## config.mk

```make
export PLATFORM = sky130hd
export DESIGN_NAME = booth_mult_ctrl_flat
export DESIGN_NICKNAME = d
export VERILOG_FILES = /design/src/rtl/booth_mult_ctrl_pkg.sv /design/src/rtl/booth_mult_ctrl_if.sv /design/src/rtl/booth_step.sv /design/src/rtl/booth_mult_ctrl.sv /design/src/flat_wrapper.sv
export SDC_FILE = /design/constraint.sdc
export NUM_CORES = 1
export LEC_CHECK = 0
export CAP_MARGIN = 20
export CORE_ASPECT_RATIO = 0.75
export CORE_MARGIN = 2
export CORE_UTILIZATION = 50
export CTS_CLUSTER_DIAMETER = 50
export DETAILED_ROUTE_END_ITERATION = 10
export PLACE_DENSITY = 0.72
export SLEW_MARGIN = 15
export SYNTH_ARGS = -nofsm -noshare
export SYNTH_HDL_FRONTEND = slang
export SYNTH_SLANG_ARGS = --single-unit
```

## constraint.sdc

```tcl
create_clock -name clock -period 7.65 [get_ports clock]
set_input_delay 0.765 -clock clock [delete_from_list [all_inputs] [get_ports clock]]
set_output_delay 0.765 -clock clock [all_outputs]
set_load 0.01 [all_outputs]
```

## src/rtl/booth_mult_ctrl_pkg.sv

```systemverilog
// Shared types and constants for the radix-4 Booth multiplier controller.
package booth_mult_ctrl_pkg;

    localparam int WIDTH = 32;
    localparam int ITERS = WIDTH / 2;
    localparam int ACC_W = WIDTH + 2;
    localparam int CNT_W = $clog2(ITERS);

    typedef enum logic [1:0] {
        IDLE = 2'd0,
        RUN  = 2'd1,
        DONE = 2'd2
    } state_t;

    typedef enum logic [2:0] {
        ZERO = 3'd0,
        P1   = 3'd1,
        P2   = 3'd2,
        M1   = 3'd3,
        M2   = 3'd4
    } digit_t;

    // Digit from the overlapping triplet {Q[1], Q[0], q_m1}.
    function automatic digit_t booth_decode(input logic [2:0] bits);
        case (bits)
            3'b001, 3'b010: booth_decode = P1;
            3'b011:         booth_decode = P2;
            3'b100:         booth_decode = M2;
            3'b101, 3'b110: booth_decode = M1;
            default:        booth_decode = ZERO;
        endcase
    endfunction

endpackage

```

## src/rtl/booth_mult_ctrl_if.sv

```systemverilog
// Operand/result bundle between the execute stage and the multiply unit.
// The cancel wire exists only when BOOTH_CANCEL_EN is defined.
interface booth_mult_ctrl_if;
    import booth_mult_ctrl_pkg::*;

    logic             start;
    logic [WIDTH-1:0] op_a;
    logic [WIDTH-1:0] op_b;
    logic             busy;
    logic             result_rdy;
    logic [WIDTH-1:0] result;
    logic [WIDTH-1:0] result_hi;
    logic             overflow;
`ifdef BOOTH_CANCEL_EN
    logic             cancel;

    modport master (output start, op_a, op_b, cancel,
                    input  busy, result_rdy, result, result_hi, overflow);
    modport slave  (input  start, op_a, op_b, cancel,
                    output busy, result_rdy, result, result_hi, overflow);
`else
    modport master (output start, op_a, op_b,
                    input  busy, result_rdy, result, result_hi, overflow);
    modport slave  (input  start, op_a, op_b,
                    output busy, result_rdy, result, result_hi, overflow);
`endif

endinterface

```

## src/rtl/booth_step.sv

```systemverilog
// One combinational radix-4 Booth iteration: digit decode, add/subtract into
// the 34-bit accumulator, then arithmetic shift of {acc, Q, q_m1} right by 2.
module booth_step
    import booth_mult_ctrl_pkg::*;
(
    input  logic [ACC_W-1:0] acc,
    input  logic [WIDTH-1:0] q,
    input  logic             q_m1,
    input  logic [ACC_W-1:0] m,
    output logic [ACC_W-1:0] acc_nxt,
    output logic [WIDTH-1:0] q_nxt,
    output logic             q_m1_nxt
);

    digit_t                    digit;
    logic [ACC_W-1:0]          sum;
    logic signed [ACC_W+WIDTH:0] shifted;

    always_comb begin
        digit = booth_decode({q[1:0], q_m1});
        sum   = acc;
        case (digit)
            P1:      sum = acc + m;
            P2:      sum = acc + (m << 1);
            M1:      sum = acc - m;
            M2:      sum = acc - (m << 1);
            default: sum = acc;
        endcase
        shifted  = $signed({sum, q, q_m1}) >>> 2;
        acc_nxt  = shifted[ACC_W+WIDTH:WIDTH+1];
        q_nxt    = shifted[WIDTH:1];
        q_m1_nxt = shifted[0];
    end

endmodule

```

## src/rtl/booth_mult_ctrl.sv

```systemverilog
// Sequential 32x32 signed radix-4 Booth multiplier: FSM, step counter and
// result registers. Define BOOTH_CANCEL_EN to add the in-flight cancel input.
//
// state | meaning
// IDLE  | waiting for start
// RUN   | one Booth step per clock, 16 steps
// DONE  | result_rdy pulse; start here chains the next multiply
module booth_mult_ctrl
    import booth_mult_ctrl_pkg::*;
(
    input logic              clock,
    input logic              reset_n,
    booth_mult_ctrl_if.slave bus
);

    state_t             state, state_nxt;
    logic [ACC_W-1:0]   m, acc, acc_nxt;
    logic [WIDTH-1:0]   q, q_nxt;
    logic               q_m1, q_m1_nxt;
    logic [CNT_W-1:0]   cnt;
    logic               abort, load, last;
    logic [2*WIDTH-1:0] product;
    logic [WIDTH:0]     top_bits;
    logic [WIDTH-1:0]   res_lo, res_hi;
    logic               ovf;

`ifdef BOOTH_CANCEL_EN
    assign abort = bus.cancel;
`else
    assign abort = 1'b0;
`endif

    booth_step u_step (
        .acc      (acc),
        .q        (q),
        .q_m1     (q_m1),
        .m        (m),
        .acc_nxt  (acc_nxt),
        .q_nxt    (q_nxt),
        .q_m1_nxt (q_m1_nxt)
    );

    assign last     = (cnt == CNT_W'(ITERS - 1));
    // Product is captured straight from the final step's outputs.
    assign product  = {acc_nxt[WIDTH-1:0], q_nxt};
    assign top_bits = product[2*WIDTH-1:WIDTH-1];

    always_comb begin
        state_nxt = state;
        load      = 1'b0;
        case (state)
            IDLE: begin
                if (bus.start) begin
                    load      = 1'b1;
                    state_nxt = RUN;
                end
            end
            RUN: begin
                if (abort)     state_nxt = IDLE;
                else if (last) state_nxt = DONE;
            end
            DONE: begin
                if (bus.start) begin
                    load      = 1'b1;
                    state_nxt = RUN;
                end else begin
                    state_nxt = IDLE;
                end
            end
            default: state_nxt = IDLE;
        endcase
    end

    always_ff @(posedge clock or negedge reset_n) begin
        if (!reset_n) state <= IDLE;
        else          state <= state_nxt;
    end

    always_ff @(posedge clock or negedge reset_n) begin
        if (!reset_n) begin
            m      <= '0;
            acc    <= '0;
            q      <= '0;
            q_m1   <= 1'b0;
            cnt    <= '0;
            res_lo <= '0;
            res_hi <= '0;
            ovf    <= 1'b0;
        end else if (load) begin
            m    <= {{(ACC_W-WIDTH){bus.op_a[WIDTH-1]}}, bus.op_a};
            acc  <= '0;
            q    <= bus.op_b;
            q_m1 <= 1'b0;
            cnt  <= '0;
        end else if (state == RUN && !abort) begin
            acc  <= acc_nxt;
            q    <= q_nxt;
            q_m1 <= q_m1_nxt;
            cnt  <= cnt + 1'b1;
            if (last) begin
                res_lo <= product[WIDTH-1:0];
                res_hi <= product[2*WIDTH-1:WIDTH];
                ovf    <= ~(&top_bits | ~|top_bits);
            end
        end
    end

    assign bus.busy       = (state == RUN);
    assign bus.result_rdy = (state == DONE);
    assign bus.result     = res_lo;
    assign bus.result_hi  = res_hi;
    assign bus.overflow   = ovf;

endmodule

```

## src/flat_wrapper.sv

```systemverilog
// flat-port wrapper written by rule: the top's interface ports become plain ports
module booth_mult_ctrl_flat import booth_mult_ctrl_pkg::*;
  (clock, reset_n, bus_start, bus_op_a, bus_op_b, bus_busy, bus_result_rdy, bus_result, bus_result_hi, bus_overflow);
  booth_mult_ctrl_if bus_i ();
  input logic clock;
  input logic reset_n;
  input wire logic [$bits(bus_i.start)-1:0] bus_start;
  input wire logic [$bits(bus_i.op_a)-1:0] bus_op_a;
  input wire logic [$bits(bus_i.op_b)-1:0] bus_op_b;
  output wire logic [$bits(bus_i.busy)-1:0] bus_busy;
  output wire logic [$bits(bus_i.result_rdy)-1:0] bus_result_rdy;
  output wire logic [$bits(bus_i.result)-1:0] bus_result;
  output wire logic [$bits(bus_i.result_hi)-1:0] bus_result_hi;
  output wire logic [$bits(bus_i.overflow)-1:0] bus_overflow;
  assign bus_i.start = bus_start;
  assign bus_i.op_a = bus_op_a;
  assign bus_i.op_b = bus_op_b;
  assign bus_busy = bus_i.busy;
  assign bus_result_rdy = bus_i.result_rdy;
  assign bus_result = bus_i.result;
  assign bus_result_hi = bus_i.result_hi;
  assign bus_overflow = bus_i.overflow;
  booth_mult_ctrl u_core (.clock(clock), .reset_n(reset_n), .bus(bus_i));
endmodule
```

# Word-level counts from Yosys, hierarchy flattened
# Index checks and enable logic that the tools add are counted.
dict set report totals {
  register_bits 170
  inputBits 67
  output_inout_bits 67
  elab_cells 58
}
dict set report classes {
  addsub 5
  n_eq_ne 15
  mux 16
  bitwise_logic 3
  reduce_logical 10
}
# cell n
set ops {}
lappend ops {{$pmux 34 s4} 1}
lappend ops {{$add 34x34->34} 2}
lappend ops {{$mux 34} 2}
lappend ops {{$sub 34x34->34} 2}
lappend ops {{$mux 32} 2}
lappend ops {{$reduce_and 33->1} 1}
lappend ops {{$reduce_or 33->1} 1}
lappend ops {{$eq 3x2->1 const B} 4}
lappend ops {{$eq 3x3->1 const B} 4}
lappend ops {{$pmux 3 s4} 1}
lappend ops {{$mux 4} 2}
lappend ops {{$eq 3x1->1 const B} 2}
lappend ops {{$pmux 2 s3} 1}
lappend ops {{$reduce_or 2->1} 3}
lappend ops {{$mux 1} 5}
lappend ops {{$add 4x1->4 const B} 1}
lappend ops {{$eq 4x4->1 const B} 1}
lappend ops {{$mux 2} 2}
lappend ops {{$reduce_and 3->1} 1}
lappend ops {{$eq 2x1->1 const B} 1}
lappend ops {{$eq 2x2->1 const B} 1}
lappend ops {{$logic_not 2->1} 1}
lappend ops {{$ne 2x1->1 const B} 1}
lappend ops {{$ne 2x2->1 const B} 1}
lappend ops {{5 further kinds} 6}

# Longest topological paths before layout
# Gate-level depths: netlist of run 1.
dict set report depth {
  depth_word 9
  mapped_depth 23
  mapped_depth_nobuf 22
}

# By module
# From an unflattened synthesis of run 1, not the netlist that was laid out.
dict set report unflattened {
  hier_cells 1330
  hier_area_um2 12137.9
}
# module instances cells_each area_per_inst_um2 seq_area_each_um2
set modules_own_cells {}
lappend modules_own_cells {booth_mult_ctrl 1 539 6725.2 4254.1}
lappend modules_own_cells {booth_step 1 791 5412.7 0.0}

# Least setup slack after synthesis of run 1
# OpenSTA, ideal clock, no wires.
dict set report synth_path {
  path_kind {reg2reg}
  start {reg u_core.m[9]}
  end {reg u_core.ovf (netlist: u_core.bus.overflow)}
  setup_time_ns 0.130
  arrival_ns 5.336
  required_ns 7.520
  path_slack_ns 2.184
  stages_incl_launch_ff 22
  n_path_buf 1
  synth_period_minus_slack_ns 5.466
  cell_sequence {dfrtp_1 > or4_1 > or2_2 > nor2_1 > nand2_1 > or3_1 > or3_1 > nand2_1 > xor2_1 > ha_1 > clkbuf_1 > nand2_1 > o21ai_0 > a21o_1 > a2111oi_0 > o21bai_1 > or4_1 > and3_4 > a211o_1 > or4_1 > o41ai_2 > a21oi_1}
}
dict set report synth_via {
  elab_chain_len 6
  elab_cells_between_ends 10
  cone_classes {add/sub: 4; mux: 1; bitwise: 2; reduce/logical: 3}
}
# item line_no
set synth_lines {}
lappend synth_lines {{start: declaration} booth_mult_ctrl.sv:17} ;# logic [ACC_W-1:0] m, acc, acc_nxt;
lappend synth_lines {{start signal: assignment} booth_mult_ctrl.sv:90} ;# m <= {{(ACC_W-WIDTH){bus.op_a[WIDTH-1]}}, bus.op_a};
lappend synth_lines {{$sub 34x34->34 (tied with other cells)} booth_step.sv:25} ;# M1: sum = acc - m;
lappend synth_lines {{$pmux 34 s4 *} booth_step.sv:22} ;# case (digit)
lappend synth_lines {{$reduce_or 33->1} booth_mult_ctrl.sv:103} ;# ovf <= ~(&top_bits | ~|top_bits);
lappend synth_lines {{$logic_not 1->1} booth_mult_ctrl.sv:103}
lappend synth_lines {{$or 1x1->1 *} booth_mult_ctrl.sv:103}
lappend synth_lines {{$not 1->1 *} booth_mult_ctrl.sv:103}
lappend synth_lines {{end signal: assignment} booth_mult_ctrl.sv:103}
lappend synth_lines {{end: declaration} booth_mult_ctrl.sv:25} ;# logic ovf;
# Mark *: on every way between the ends. The rest lies on a longest branch, timed or not.
# A chain may end at the register's enable or synchronous reset.

# Worst setup path in the final report of run 1
# Same ends and word-level chain as after synthesis.

==> impl_results.md, run 1 <==
- GR met2 Demand/Resource: 0.466
- Crit path top cell by count: a21oi_1
- Number of diodes: 0
- Met1 Track Usage GR: 0.477
- Post-Synth XOR/XNOR Area: 0.0655
- GRT Residual Overflow: 0
- CTS Sinks: 168
- Post-synthesis sequential area ratio: 0.335
- Max FO, Critical Path: 9
- Initial DRC count: 1,267
- Vias per inst: 6.29
- Slew HR: 0.237
- Area of the die: 0.0264 mm2
- Hold-fix buffers, CTS: 0
- Kind of critical path: reg2reg
- Run status: complete, no violations
- Critical path buffers and inverters: 0
- Die Span Y: 141 um
- Ys async rst share: 1.00
- Clock root cell: clkbuf_16
- Total of max-cap violations: 0
- Die Wd: 187 um
- RSZ-0062 raised after global routing: false
- # fillers: 2,276
- Layer with the highest usage: met1
- Pre-CTS WS: 1.50 ns
- CP max stage cell: a222oi_1
- Num CTS Buffers: 17
- Multi-input logic area: 0.00787 mm2
- Port buffer count: 133
- Simple-gate share of the synthesized area: 0.226
- Wire per inst: 21.2 um
- Post-CTS Setup Inserts: 0
- H-tree level count: 4
- Met3 Usage GRT: 0.0554
- Nets@finish: 1,750
- GRT Total Usage: 0.317
- Max-slew violations: 0
- Worst EP required: 7.99 ns
- Routability cong.: 0.975
- Post-synth top flop: dfrtp_1
- Initial Util: 0.506
- Worst min path class: in2async
- FP Rows: 50
- Routed WL: 41.7 mm
- Mux cell area share after synthesis: 0.0435
- Vias: 12.4k
- Synth Area per Inst: 8.18 um2
- Crit-path cells: or4_1, or2_2, nor2_1, nand2_1, nor3_1, nor2_1, xnor2_1, ha_1, a21oi_1, o21ai_0, a211oi_1, a21oi_1, a21o_1, a21oi_1, xnor2_1, a222oi_1, and4_2, a21oi_1
- CP top delay family: compound AO/OA/AOI/OAI gates
- # resized after CTS: 0
- Bufs on Longest Clock Path: 2
- Clock latency on the worst-skew pair: 0.46 ns
- Synth unique cells: 82
- Max Clock Skew: 0.0184 ns
- CP arrival: 6.65 ns
- Mapped Nets: 1,673
- Synth Area in Compound Gates: 0.218
- Detail Placement HPWL: 30.2 mm
- Pre-antenna DRT Iters: 5
- Netlist Area Pre-Place: 0.0126 mm2
- Crit path launch type: register
- Drt drc: 0
- First-pass GRT wire length: 65.4 mm
- Final Hold Viols: 0
- Vias in the first global route: 11.4k
- Number of synthesized register bits: 168
- Worst-Margin Slew: 1.14 ns
- TritonCTS clock tree: yes
- I/O pin count: 134
- Post-route ant nets: 0
- Synth warn: 0
- Period utilization: 0.826
- Initial antenna violation count: 0
- Clock-pin slew on the worst setup and hold paths: 0.08 ns
- Area of the core: 0.0248 mm2
- Main combinational cell family by area after synthesis: simple AND/OR/NAND/NOR gates
- Final setup margin: 1.33 ns
- # setup viols final: 0
- Fmax: 158 MHz
- Share of cells above drive strength 1: 0.0719
- Setup crit end kind: register
- Cells after Synth: 1,537
- Layout overhead on the synthesized area: 16.3%
- Tmin final: 6.32 ns
- Adder-Cell Fraction of Synth Area: 0.0699
- Setup TNS: 0 ns
- Crit-path max cell delay: 0.88 ns
- Pin count of the biggest net entering global routing: 74
- Post-synth EDFFs: 0
- Reg area: 0.00420 mm2
[final timing paths]
path	startpoint	endpoint	slack [ns]	cells after the start
min in group clock	u_core.bus.result[25]$_DFFE_PN0P_	u_core.bus.result[25]$_DFFE_PN0P_	0.48	2
worst max register to register	u_core.m[9]$_DFFE_PN0P_	u_core.bus.overflow$_DFFE_PN0P_	1.33	18
worst max-delay path	u_core.m[9]$_DFFE_PN0P_	u_core.bus.overflow$_DFFE_PN0P_	1.33	18
worst min-delay path	reset_n	u_core.m[23]$_DFFE_PN0P_	0.24	1
worst min register to register	u_core.bus.result[25]$_DFFE_PN0P_	u_core.bus.result[25]$_DFFE_PN0P_	0.48	2
max in group asynchronous	reset_n	u_core.bus.result_hi[21]$_DFFE_PN0P_	6.13	2
[synthesized netlist by cell type (all sizes together), types with 5 or more instances]
cell	instances	area share
nand2	324	0.097
dfrtp	168	0.33
o21ai	143	0.057
nor2	100	0.030
clkbuf	87	0.034
a21oi	86	0.034
ha	67	0.067
xnor2	53	0.037
xor2	41	0.029
nor3	37	0.015
nand3	31	0.012
mux2	29	0.026
nand4	29	0.014
a22oi	24	0.014
mux2i	22	0.018
a211oi	19	0.012
a21o	18	0.011
inv	15	0.0045
a22o	12	0.0084
a31oi	12	0.0060
and3	12	0.0064
o21a	11	0.0066
buf	10	0.0046
a211o	9	0.0063
nor3b	9	0.0054
o211ai	9	0.0054
o31ai	9	0.0054
or2	9	0.0045
and2	8	0.0040
and4	8	0.0059
nand3b	8	0.0048
nor4	8	0.0040
or3	8	0.0044
or4	8	0.0051
a221oi	7	0.0049
nor2b	7	0.0035
o21bai	7	0.0042
a2111oi	6	0.0042
nand2b	6	0.0030
a221o	5	0.0041
a31o	5	0.0035
o22ai	5	0.0025
[layout by cell type (no fill, tap or decap), types with 15 or more instances in the layout]
| master | Yosys | routed |
|---|---|---|
| a211oi_1 | 18 | 18 |
| a21o_1 | 18 | 18 |
| a21oi_1 | 86 | 86 |
| a22oi_1 | 24 | 24 |
| buf_4 | 1 | 21 |
| clkbuf_16 | 0 | 17 |
| clkdlybuf4s50_1 | 0 | 132 |
| dfrtp_1 | 168 | 168 |
| ha_1 | 67 | 67 |
| inv_1 | 15 | 15 |
| mux2_2 | 29 | 29 |
| mux2i_1 | 22 | 22 |
| nand2_1 | 324 | 324 |
| nand3_1 | 31 | 31 |
| nand4_1 | 29 | 29 |
| nor2_1 | 100 | 99 |
| nor3_1 | 37 | 37 |
| o21ai_0 | 141 | 140 |
| xnor2_1 | 53 | 52 |
| xor2_1 | 41 | 40 |
[sequential cells by signal, indices dropped and copies added, names as in the netlist]
name,flops
u_core.state,2
u_core.cnt,4
u_core.bus.overflow,1
u_core.bus.result,32
u_core.bus.result_hi,32
u_core.q,32
u_core.m,32
u_core.q_m1,1
u_core.acc,32
[cell type report]
class,instances,share of cell area
Sequential cell,168,0.288
Timing Repair Buffer,155,0.103
Tap cell,338,0.0289
Inverter,15,0.00385
Clock buffer,19,0.0303
Clock inverter,13,0.00779
Multi-Input combinational cell,1257,0.538
[worst register-to-register path, stage by stage, from the launching register on]
cell	delay, ns
dfrtp_1	0.45
or4_1	0.67
or2_2	0.39
nor2_1	0.35
nand2_1	0.16
nor3_1	0.22
nor2_1	0.09
xnor2_1	0.13
ha_1	0.41
a21oi_1	0.37
o21ai_0	0.23
a211oi_1	0.52
a21oi_1	0.35
a21o_1	0.28
a21oi_1	0.17
xnor2_1	0.08
a222oi_1	0.88
and4_2	0.39
a21oi_1	0.06
[per-layer routing]
metal	wire length, um	vias to the layer above
met3	3370	67
met4	876	0
met5	0	-
met1	19600	6039
li1	-	5707
met2	17800	551
[metrics by stage]
step / instance area [um2] / utilization / hold WS [ns] / std cells
floorplan: 12600 / - / 0.458 / 1537
global placement: 14000 / 0.565 / 0.460 / 1932
detailed placement: 14000 / 0.565 / 0.461 / 1932
CTS: 14600 / 0.588 / 0.268 / 1964
global route: 14600 / 0.588 / 0.291 / 1965
finish: 14600 / 0.588 / 0.244 / 1965
[kinds of logic (layout without fill, tap and decap cells)]
| family | count (synthesis) | after routing |
|---|---|---|
| AO/OA/AOI/OAI | 423 | 423 |
| adder cells (fa/ha/maj) | 69 | 69 |
| XOR/XNOR | 94 | 94 |
| AND/OR/NAND/NOR | 620 | 620 |
| buffers and inverters | 112 | 202 |
| flip-flops | 168 | 168 |
| multiplexers | 51 | 51 |
Power of run 1 is not shown: default switching activity piles up to over one toggle a cycle in this logic, so the estimate is an artifact.
==> run 2: changes to the inputs <==
--- a/config.mk
+++ b/config.mk
@@ -11,7 +11,7 @@
 export CORE_UTILIZATION = 50
 export CTS_CLUSTER_DIAMETER = 50
 export DETAILED_ROUTE_END_ITERATION = 10
-export PLACE_DENSITY = 0.72
+export PLACE_DENSITY = 0.75
 export SLEW_MARGIN = 15
 export SYNTH_ARGS = -nofsm -noshare
 export SYNTH_HDL_FRONTEND = slang
==> constraint.sdc (replaced) <==
create_clock -name clock -period 5.4 [get_ports clock]
set_input_delay 0.54 -clock clock [delete_from_list [all_inputs] [get_ports clock]]
set_output_delay 0.54 -clock clock [all_outputs]
set_load 0.01 [all_outputs]
==> impl_results.md, run 2 (synthesized netlist as in run 1, its figures left out) <==
- Die Wd: 187 um (unchanged)
- CTS Sinks: 168 (unchanged)
- Total of max-cap violations: 0 (unchanged)
- Kind of critical path: reg2reg
- First-pass GRT wire length: 67.0 mm (+2.4%)
- GRT Residual Overflow: 0 (unchanged)
- Run status: complete, no violations
- Wire per inst: 21.2 um (about the same)
- Detail Placement HPWL: 32.5 mm (+7.4%)
- Tmin final: 5.22 ns (-1.10 ns)
- CP top delay family: simple AND/OR/NAND/NOR gates
- # fillers: 2,230 (-2.0%)
- TritonCTS clock tree: yes
- Max Clock Skew: 0.0239 ns (+0.00549 ns)
- # setup viols final: 0 (unchanged)
- Clock root cell: clkbuf_16
- Clock latency on the worst-skew pair: 0.45 ns (about the same)
- Max FO, Critical Path: 5 (-4)
- Clock-pin slew on the worst setup and hold paths: 0.07 ns (about the same)
- Vias: 12.8k (+3.6%)
- Vias per inst: 6.21 (-1.3%)
- Slew HR: 0.362 (+0.125)
- Crit path launch type: register
- Port buffer count: 133 (unchanged)
- GRT Total Usage: 0.327 (+0.0106)
- Max-slew violations: 0 (unchanged)
- Worst EP required: 5.72 ns (-2.27 ns)
- Vias in the first global route: 11.9k (+4.5%)
- Nets@finish: 1,848 (+5.6%)
- Die Span Y: 141 um (unchanged)
- CP max stage cell: or4_4
- Bufs on Longest Clock Path: 2 (unchanged)
- Crit-path max cell delay: 0.53 ns (-0.35 ns)
- Routed WL: 43.8 mm (+5.0%)
- Worst min path class: in2async
- Area of the die: 0.0264 mm2 (unchanged)
- Setup crit end kind: register
- Num CTS Buffers: 17 (unchanged)
- Initial Util: 0.506 (unchanged)
- H-tree level count: 4 (unchanged)
- Most common cell after layout, fill and taps aside: nand2_1
- Initial DRC count: 1,463 (+15%)
- Share of cells above drive strength 1: 0.146 (+0.0742)
- CP arrival: 5.54 ns (-1.11 ns)
- WHS: 0.177 ns (-0.0677 ns)
- Post-route ant nets: 0 (unchanged)
- Layout overhead on the synthesized area: 24.6%
- Pin count of the biggest net entering global routing: 90 (+22%)
- Final Hold Viols: 0 (unchanged)
- Pre-antenna DRT Iters: 8 (+3)
- Met1 Track Usage GR: 0.468 (-0.00922)
- Drt drc: 0 (unchanged)
- Layer with the highest usage: met2
- Met3 Usage GRT: 0.0799 (+0.0245)
- FP Rows: 50 (unchanged)
- I/O pin count: 134 (unchanged)
- Commonest non-fill, non-tap cells in the layout: nand2_1, dfrtp_1, o21ai_0, clkdlybuf4s50_1, buf_4
- Routability cong.: 1.02 (+4.2%)
- Worst-Margin Slew: 0.951 ns (-0.194 ns)
- GR met2 Demand/Resource: 0.490 (+0.0237)
- Initial antenna violation count: 0 (unchanged)
- Number of diodes: 0 (unchanged)
- Period utilization: 0.967 (+0.141)
- Area of the core: 0.0248 mm2 (unchanged)
- Crit-path cells: or4_4, or2_4, nor2_4, buf_4, nand2_1, nor3_1, nor2_1, xnor2_1, ha_1, nand2_1, or3_1, o21a_1, o22a_1, a2111oi_1, a31oi_1, a21oi_1, nand4_1, or4_4, o41ai_2, a21oi_1
- Fmax: 191 MHz (+21%)
- Critical path buffers and inverters: 1 (+1)
[run 2: per-stage QoR]
step                TNS, ns  setup slack, ns   util  area (um2)  instances
floorplan                 0         0.000718      -       12600       1537
global placement    -0.0117          -0.0117  0.596       14800       2030
detailed placement  -0.0906          -0.0906  0.596       14800       2030
CTS                       0           0.0321  0.621       15400       2062
global route        -0.0289          -0.0289  0.631       15700       2063
finish                    0            0.177  0.631       15700       2063
[run 2: layout make-up]
class,count,area (um2),share of cell area
Timing Repair Buffer,253,2250,0.143
Clock buffer,19,433,0.0276
Sequential cell,168,4210,0.269
Clock inverter,13,179,0.0114
Multi-Input combinational cell,1257,8120,0.518
Inverter,15,56.3,0.00360
Tap cell,338,423,0.0270
[run 2: path summary, 6_finish.rpt]
check | start | slack (ns) | cells past startpoint | to
worst max-delay path | u_core.m[11]$_DFFE_PN0P_ | 0.18 | 20 | u_core.bus.overflow$_DFFE_PN0P_
worst min-delay path | reset_n | 0.18 | 1 | u_core.bus.result[5]$_DFFE_PN0P_
worst max register to register | u_core.m[11]$_DFFE_PN0P_ | 0.18 | 20 | u_core.bus.overflow$_DFFE_PN0P_
worst min register to register | u_core.bus.result_hi[2]$_DFFE_PN0P_ | 0.48 | 2 | u_core.bus.result_hi[2]$_DFFE_PN0P_
max in group asynchronous | reset_n | 4.06 | 2 | u_core.bus.result_hi[3]$_DFFE_PN0P_
min in group clock | u_core.bus.result_hi[2]$_DFFE_PN0P_ | 0.48 | 2 | u_core.bus.result_hi[2]$_DFFE_PN0P_
[run 2: routing by layer]
metal	part of all wire	vias to the layer above	wire (um)
met1	0.45	6215	19500
li1	-	5889	-
met3	0.097	73	4240
met5	0	-	0
met4	0.028	0	1230
met2	0.43	630	18800
[run 2: repair_timing]
action | 4_1_cts | 5_1_grt
buffers inserted | 0 | 1
pin swaps | 0 | 6
resized for setup | 5 | 52
hold buffers | 0 | 0
setup endpoints to repair | 1 | 1
Power of run 2 is left out for the same reason.
